--- src/rtl/ext_bus_bridge.sv ---
// Bridge from the CPU split read/write ports to the 8-bit multiplexed external bus:
// address bytes go out MSB first under one-hot strobes, then one data byte per enabled lane.
module ext_bus_bridge #(
    parameter int RV   = 16,
    parameter int AW   = 16,
    parameter int WAIT = 0,
    localparam int NL  = RV / 8,
    localparam int LB  = $clog2(NL),
    localparam int NA  = AW / 8
) (
    input  logic             clk,
    input  logic             reset,
    input  logic             ena,
    input  logic [AW-LB-1:0] raddr,
    input  logic [NL-1:0]    rreq,
    output logic [RV-1:0]    rdata,
    output logic             rdone,
    input  logic [AW-LB-1:0] waddr,
    input  logic [NL-1:0]    wmask,
    input  logic [RV-1:0]    wdata,
    output logic             wdone,
    output logic [7:0]       pad_out,
    input  logic [7:0]       pad_in,
    output logic [NA-1:0]    latch,
    output logic             write,
    output logic [LB-1:0]    lane,
    input  logic             bus_wait
);

    typedef enum logic [1:0] {IDLE, ADDR, DATA, DONE} state_t;

    state_t          state;
    logic            op_write;
    logic [AW-1:0]   addr_sh;
    logic [NL-1:0]   pend;
    logic [RV-1:0]   wdata_q;
    logic [2:0]      wcnt;
    logic [LB-1:0]   next_lane;
    logic [AW-1:0]   wbyte_addr;
    logic [AW-1:0]   rbyte_addr;

    assign wbyte_addr = {waddr, {LB{1'b0}}};
    assign rbyte_addr = {raddr, {LB{1'b0}}};

    // Lowest lane still pending; lanes are retired from pend as each beat starts.
    // NOTE: combinational outputs get a default first so no path leaves them unassigned (no latch).
    always_comb begin
        next_lane = '0;
        for (int i = NL - 1; i >= 0; i--)
            if (pend[i]) next_lane = LB'(i);
    end

    // NOTE: all state updates use non-blocking assignments so every register sees pre-edge values.
    always_ff @(posedge clk) begin
        if (reset) begin
            state    <= IDLE;
            op_write <= 1'b0;
            addr_sh  <= '0;
            pend     <= '0;
            wdata_q  <= '0;
            wcnt     <= '0;
            pad_out  <= '0;
            latch    <= '0;
            write    <= 1'b0;
            lane     <= '0;
            rdata    <= '0;
            rdone    <= 1'b0;
            wdone    <= 1'b0;
        end else if (ena) begin
            case (state)
                IDLE: begin
                    if (|wmask) begin
                        op_write <= 1'b1;
                        pend     <= wmask;
                        wdata_q  <= wdata;
                        pad_out  <= wbyte_addr[AW-1 -: 8];
                        addr_sh  <= wbyte_addr << 8;
                        latch    <= NA'(1) << (NA - 1);
                        state    <= ADDR;
                    end else if (|rreq) begin
                        op_write <= 1'b0;
                        pend     <= rreq;
                        rdata    <= '0;
                        pad_out  <= rbyte_addr[AW-1 -: 8];
                        addr_sh  <= rbyte_addr << 8;
                        latch    <= NA'(1) << (NA - 1);
                        state    <= ADDR;
                    end
                end
                ADDR: begin
                    if (latch[0]) begin
                        latch <= '0;
                        lane  <= next_lane;
                        pend  <= pend & ~(NL'(1) << next_lane);
                        wcnt  <= '0;
                        write <= op_write;
                        if (op_write) pad_out <= wdata_q[8*next_lane +: 8];
                        state <= DATA;
                    end else begin
                        latch   <= latch >> 1;
                        pad_out <= addr_sh[AW-1 -: 8];
                        addr_sh <= addr_sh << 8;
                    end
                end
                DATA: begin
                    // The final cycle of a beat repeats for as long as bus_wait is high.
                    if (wcnt != 3'(WAIT)) begin
                        wcnt <= wcnt + 3'd1;
                    end else if (!bus_wait) begin
                        if (!op_write) rdata[8*lane +: 8] <= pad_in;
                        if (|pend) begin
                            lane  <= next_lane;
                            pend  <= pend & ~(NL'(1) << next_lane);
                            wcnt  <= '0;
                            write <= op_write;
                            if (op_write) pad_out <= wdata_q[8*next_lane +: 8];
                        end else begin
                            write <= 1'b0;
                            rdone <= !op_write;
                            wdone <= op_write;
                            state <= DONE;
                        end
                    end
                end
                DONE: begin
                    rdone <= 1'b0;
                    wdone <= 1'b0;
                    state <= IDLE;
                end
                default: state <= IDLE;
            endcase
        end
    end

endmodule

--- config.mk ---
export PLATFORM = sky130hd
export DESIGN_NAME = ext_bus_bridge
export DESIGN_NICKNAME = d
export VERILOG_FILES = /design/src/rtl/ext_bus_bridge.sv
export SDC_FILE = /design/constraint.sdc
export NUM_CORES = 1
export LEC_CHECK = 0
export CAP_MARGIN = 15
export CORE_UTILIZATION = 50
export CTS_BUF_LIST = sky130_fd_sc_hd__clkbuf_8
export DETAILED_ROUTE_END_ITERATION = 6
export PLACE_DENSITY = 0.84
export SLEW_MARGIN = 5
export SYNTH_ARGS = -nofsm -noshare
export SYNTH_HDL_FRONTEND = slang
export SYNTH_SLANG_ARGS = --single-unit
--- constraint.sdc ---
create_clock -name clk -period 3.8 [get_ports clk]
set_input_delay 0.38 -clock clk [delete_from_list [all_inputs] [get_ports clk]]
set_output_delay 0.38 -clock clk [all_outputs]
set_load 0.01 [all_outputs]
**Word-level counts from Yosys, hierarchy flattened**

Cells that the tools add are included.

- Bitwise logic cells: 2
- Multiplexer cells: 64
- Add/sub/neg operators: 2
- Reductions and logical operators: 24
- Equality and inequality tests: 15
- Shift operators: 4

Operators by type and width:

| cell | number |
|---|---|
| 16-bit two-way mux | 8 |
| 16-bit one-hot mux with 2 select lines | 2 |
| 8-bit two-way mux | 7 |
| 4-bit negator with 34-bit output | 1 |
| 8-bit by 34-bit variable shift with 16-bit output, first input constant | 1 |
| 8-bit by 34-bit variable part select with 16-bit output | 1 |
| 2-bit two-way mux | 14 |
| 8-bit one-hot mux with 3 select lines | 1 |
| 1-bit two-way mux | 19 |
| 2-bit != test, second input constant | 9 |
| 6-bit AND reduction | 3 |
| 16-bit bitwise mux | 1 |
| 16-bit by 5-bit variable part select with 8-bit output | 1 |
| 5-bit AND reduction | 3 |
| 7-bit AND reduction | 2 |
| 3-bit two-way mux | 4 |
| 2-bit nonzero test | 5 |
| 3-bit != test, second input constant | 3 |
| 3-bit AND reduction | 3 |
| 1-bit one-hot mux with 2 select lines | 4 |
| 2-bit one-hot mux with 4 select lines | 1 |
| 2-bit one-hot mux with 3 select lines | 1 |
| 3-bit one-hot mux with 2 select lines | 1 |
| 3-bit nonzero test | 2 |
| other kinds (11) | 14 |

- Input bits: 62
- Output and inout port bits: 30
- Register bits: 70
- Logic and storage cells: 124

**Longest topological paths before layout**

- Depth in word-level cells: 9
- Mapped depth: 8
- Mapped depth without buffers: 6

**Worst setup path after synthesis**

No wires, ideal clock.

- Kind: reg2reg
- Start: register wcnt[0]
- End: register pad_out[0]
- Buffers on the path: 1
- Library setup time: 122 ps
- Period minus slack after synthesis: 2,132 ps
- Required time: 3,678 ps
- Stages on the path, launching flop included: 8
- Arrival time: 2,010 ps
- Setup slack: 1,668 ps
- Path through: dfxtp_1 -> inv_1 -> ha_1 -> or3b_1 -> a2111o_1 -> or2_0 -> buf_2 -> o311a_1

- Cells in the longest elaborated chain, start to end: 3

Ends and longest elaborated chain:

| element | RTL line | source |
|---|---|---|
| from (decl) | 37 | `logic [2:0] wcnt;` |
| from (signal assigned) | 108 | `wcnt <= wcnt + 3'd1;` |
| 3-bit nonzero test | 107 | `if (wcnt != 3'(WAIT)) begin` |
| 2-bit != test (no source line) | -- |  |
| 6-bit AND reduction (no source line) | -- |  |
| to (signal assigned) | 97 | `if (op_write) pad_out <= wdata_q[8*next_lane +: 8];` |
| to (signal assigned) | 101 | `pad_out <= addr_sh[AW-1 -: 8];` |
| to (signal assigned) | 116 | `if (op_write) pad_out <= wdata_q[8*next_lane +: 8];` |
| to (decl) | 22 | `output logic [7:0] pad_out,` |

No other way between the ends.
A chain may end at the register's enable or synchronous reset.

**Final worst setup path**

- Start: register state[0]
- End: register pad_out[0]

- Cells in the longest elaborated chain, start to end: 3
- Elaborated cells on any way between the ends: 10
- Classes of those cells: eq/ne (6); mux (1); reduce/logical (3)

Ends and longest elaborated chain:

| element | RTL line | source |
|---|---|---|
| from (decl) | 32 | `state_t state;` |
| from (signal assigned) | 56 | `state <= IDLE;` |
| from (signal assigned) | 79 | `state <= ADDR;` |
| from (signal assigned) | 87 | `state <= ADDR;` |
| 2-bit == test, or another cell as far along | 70 | `case (state)` |
| 2-bit != test (no source line), or another cell as far along | -- |  |
| 6-bit AND reduction (no source line) | -- |  |
| to (signal assigned) | 76 | `pad_out <= wbyte_addr[AW-1 -: 8];` |
| to (signal assigned) | 84 | `pad_out <= rbyte_addr[AW-1 -: 8];` |
| to (signal assigned) | 97 |  |

Several ways; a longest one is shown, not always the timed one.

==> results.md <==
* Mux contribution to synthesized area at 0.0544
* Layout cells sized above 1 at 0.0707
* First-pass GRT wire length at about 14,000 um
* Initial antenna violation count at 0
* Drt via density at about 6.1
* Total Routed Length at 8880 um
* Post-synthesis sequential area ratio at 0.390
* Initial core utilization at 0.523
* Post-Synth Simple-Gate Area at 0.190
* Post-synth EDFFs at 0
* Max stage delay on crit path at ~560 ps
* Total I/O pin count at approximately 90
* Post-Synth Adder-Cell Area at 0.0240
* Vias after detailed routing at approximately 3,300
* Final setup vio count at 0
* Worst-Margin Slew at around 1100 ps
* Largest net degree at the start of global routing at 54
* CTS clock-pin slew for the worst setup and hold paths at 70 ps
* Port Buffers at 91
* Hpwl dp at roughly 6000 um
* Most common cell after layout, fill and taps aside: clkdlybuf4s50_1
* Combinational family with the most area after synthesis: compound AO/OA/AOI/OAI gates
* Cell Count, Final, Fillers Out at 542
* CTS root buf: clkbuf_8
* CP top delay family: compound AO/OA/AOI/OAI gates
* Crit path buf inv count at 1
* CP arrival at approximately 2800 ps
* Yosys warnings at 0
* Residual DRC at 0
* Antenna viol nets, final at 0
* Final Max Tran Viols at 0
* Synth cell types at 44
* Rel. slew slack at 0.279
* Tmin final at ~2600 ps
* CTS resizes at 0
* Diodes inserted at 0
* Wire per inst at 16.4 um
* Peak VDD IR at between 0.0002 and 0.0003 V
* Vias in the first global route at between 2,000 and 3,000
* Pwr dens at between 400 and 500 nW/um2
* Cell Area, Placed at between 4000 and 5000 um2
* CTS buffer count at 9
* Critical path class: reg -> reg
* PnR worst setup slack at 1190 ps
* Mapped Nets at approximately 450
* Worst Path Max Fanout at 16
* TNS Setup at 0 ps
* Crit-path cells: inv_1 -> ha_1 -> nor3b_1 -> a2111o_1 -> or2_0 -> o311a_1
* Most frequent cells in the layout: clkdlybuf4s50_1 (90), dfxtp_1 (61), nand2_1 (53), a21oi_1 (45), o31ai_1 (21)
* Post-CTS Setup Repair Bufs at 0
* DR pass1 iterations at 6
* Worst slack at placement at ~930 ps
* Post-Synth XOR/XNOR Area at 0.00280
* Ys async rst share at 0
* Hold Vio Cnt, Final at 0
* Die height at approximately 81 um
* Clock tree sinks at 61
* Crit share post-route at 0.686
* FMAX at 0.384 GHz
* Initial DRC Count at 210
* Ys flop type: dfxtp_1
* H-tree depth at 3
* Clk buf depth at 2
* Slowest cell on the critical path: a2111o_1
* Post-Place Cells at ~530
* Hold-fix buffers, CTS at 0
* Cell Area, Synth at approximately 3100 um2
* Post-synthesis cell count at roughly 390
* Syn-to-layout area delta at 37.3%
* Nets at between 500 and 600
* Std cell rows at 28
* Post-Syn Area per Cell at slightly above 8 um2
* Min-delay worst type: reg -> reg
* Outcome: finished, final reports clean
* CP startpoint kind: flip-flop
* Residual overflow from global routing at 0
* Skew final at ~4.0 ps
* Max_cap viols at 0
* Die area at approximately 6600 um2
* Post-route cell area at around 4300 um2
* Core area at 5990 um2
* CTS tree: done
* GRT Util Overall at 0.280
* Synth Area in Compound Gates at 0.279
* Gp weighted congestion at 0.916
* Leakage power at about 1.6 nW
* #FFs+latches synth at 61
* Worst-skew pair later-pin latency at about 340 ps
* CP required at approximately 4000 ps
* Worst hold slack at around 460 ps
* RSZ-0062 raised after global routing: false
* Crit. End Element: flip-flop
* Die W at 81.1 um
* Setup slack, reg-to-reg at about 1200 ps
routing by layer:
metal / GRT usage / up-vias / part of all wire
li1: - / 1572 / -
met1: 0.344 / 1493 / 0.41
met2: 0.469 / 190 / 0.49
met3: 0.0697 / 26 / 0.080
met4: 0.111 / 0 / 0.027
met5: 0 / - / 0
per-stage QoR:
step	utilization	power [mW]
after floorplan	-	1.03
after global placement	0.675	1.20
after detailed placement	0.675	1.21
after CTS	0.716	1.92
after global routing	0.718	2.01
final	0.718	1.93
tightest hold or removal path: cells and delay by family (launching register included):
family | cells | cell delay (ps)
compound gates | 1 | 50
flops | 1 | 310
simple gates | 1 | 50
layout make-up:
class                           count  area, um2
Clock buffer                       10        138
Clock inverter                      6        110
Fill cell                         476       1690
Inverter                           19       71.3
Multi-Input combinational cell    275       1720
Sequential cell                    61       1220
Tap cell                           75       93.8
Timing Repair Buffer               96        943
Yosys cell counts, types with 2 or more instances:
cell type	count	area, um2
or4_1	2	15.0
o21ai_1	2	10.0
a31oi_1	2	12.5
nand4b_1	3	26.3
nor4_1	2	12.5
nand2_1	53	199
a221oi_1	7	61.3
a2bb2oi_1	7	61.3
or3_1	2	12.5
buf_2	3	15.0
a21oi_1	45	225
o31ai_1	21	158
dfxtp_1	61	1220
and3b_1	2	17.5
o32ai_1	7	61.3
mux2i_1	8	80.1
a211oi_1	9	67.6
o211ai_1	8	60.1
nor3_1	4	20.0
o21a_1	3	22.5
nand4_1	17	106
nor2_1	19	71.3
inv_1	18	67.6
nand2b_1	2	12.5
ha_1	6	75.1
mux2_2	8	90.1
clkbuf_1	27	101
a2111o_1	2	22.5
nor2b_1	4	25.0
nand3_1	3	15.0
and2_1	2	12.5
o21ai_0	13	65.1
nor3b_1	2	15.0
cell families after synthesis:
| family | Yosys count |
|---|---|
| AOI/OAI and AO/OA | 131 |
| adders and majority gates | 6 |
| DFF | 61 |
| muxes | 16 |
| and+or+nand+nor | 121 |
| xor gates and xnor gates | 1 |
| buffers and inverters | 49 |
worst paths after layout:
kind | from | end | cells after the start
max | state[0]$_SDFFE_PP0P_ | pad_out[0]$_SDFFE_PP0P_ | 6
min | wdata_q[8]$_SDFFE_PP0P_ | wdata_q[8]$_SDFFE_PP0P_ | 2
max reg2reg | state[0]$_SDFFE_PP0P_ | pad_out[0]$_SDFFE_PP0P_ | 6
min reg2reg | wdata_q[8]$_SDFFE_PP0P_ | wdata_q[8]$_SDFFE_PP0P_ | 2
flip-flops by register name, summed over array words and instances (netlist names), 2 cells and up:
signal   cells
rdata       16
pad_out      8
addr_sh      7
state        2
wcnt         3
wdata_q     16
latch        2
pend         2
power by group:
group	leakage [nW]	internal [mW]	total [mW]	switching [mW]
sequential	0.497	0.688	0.724	0.0364
combinational	0.949	0.207	0.487	0.280
clock	0.119	0.452	0.722	0.270
total	1.56	1.35	1.93	0.586
Power figures use the tool's default switching activity.
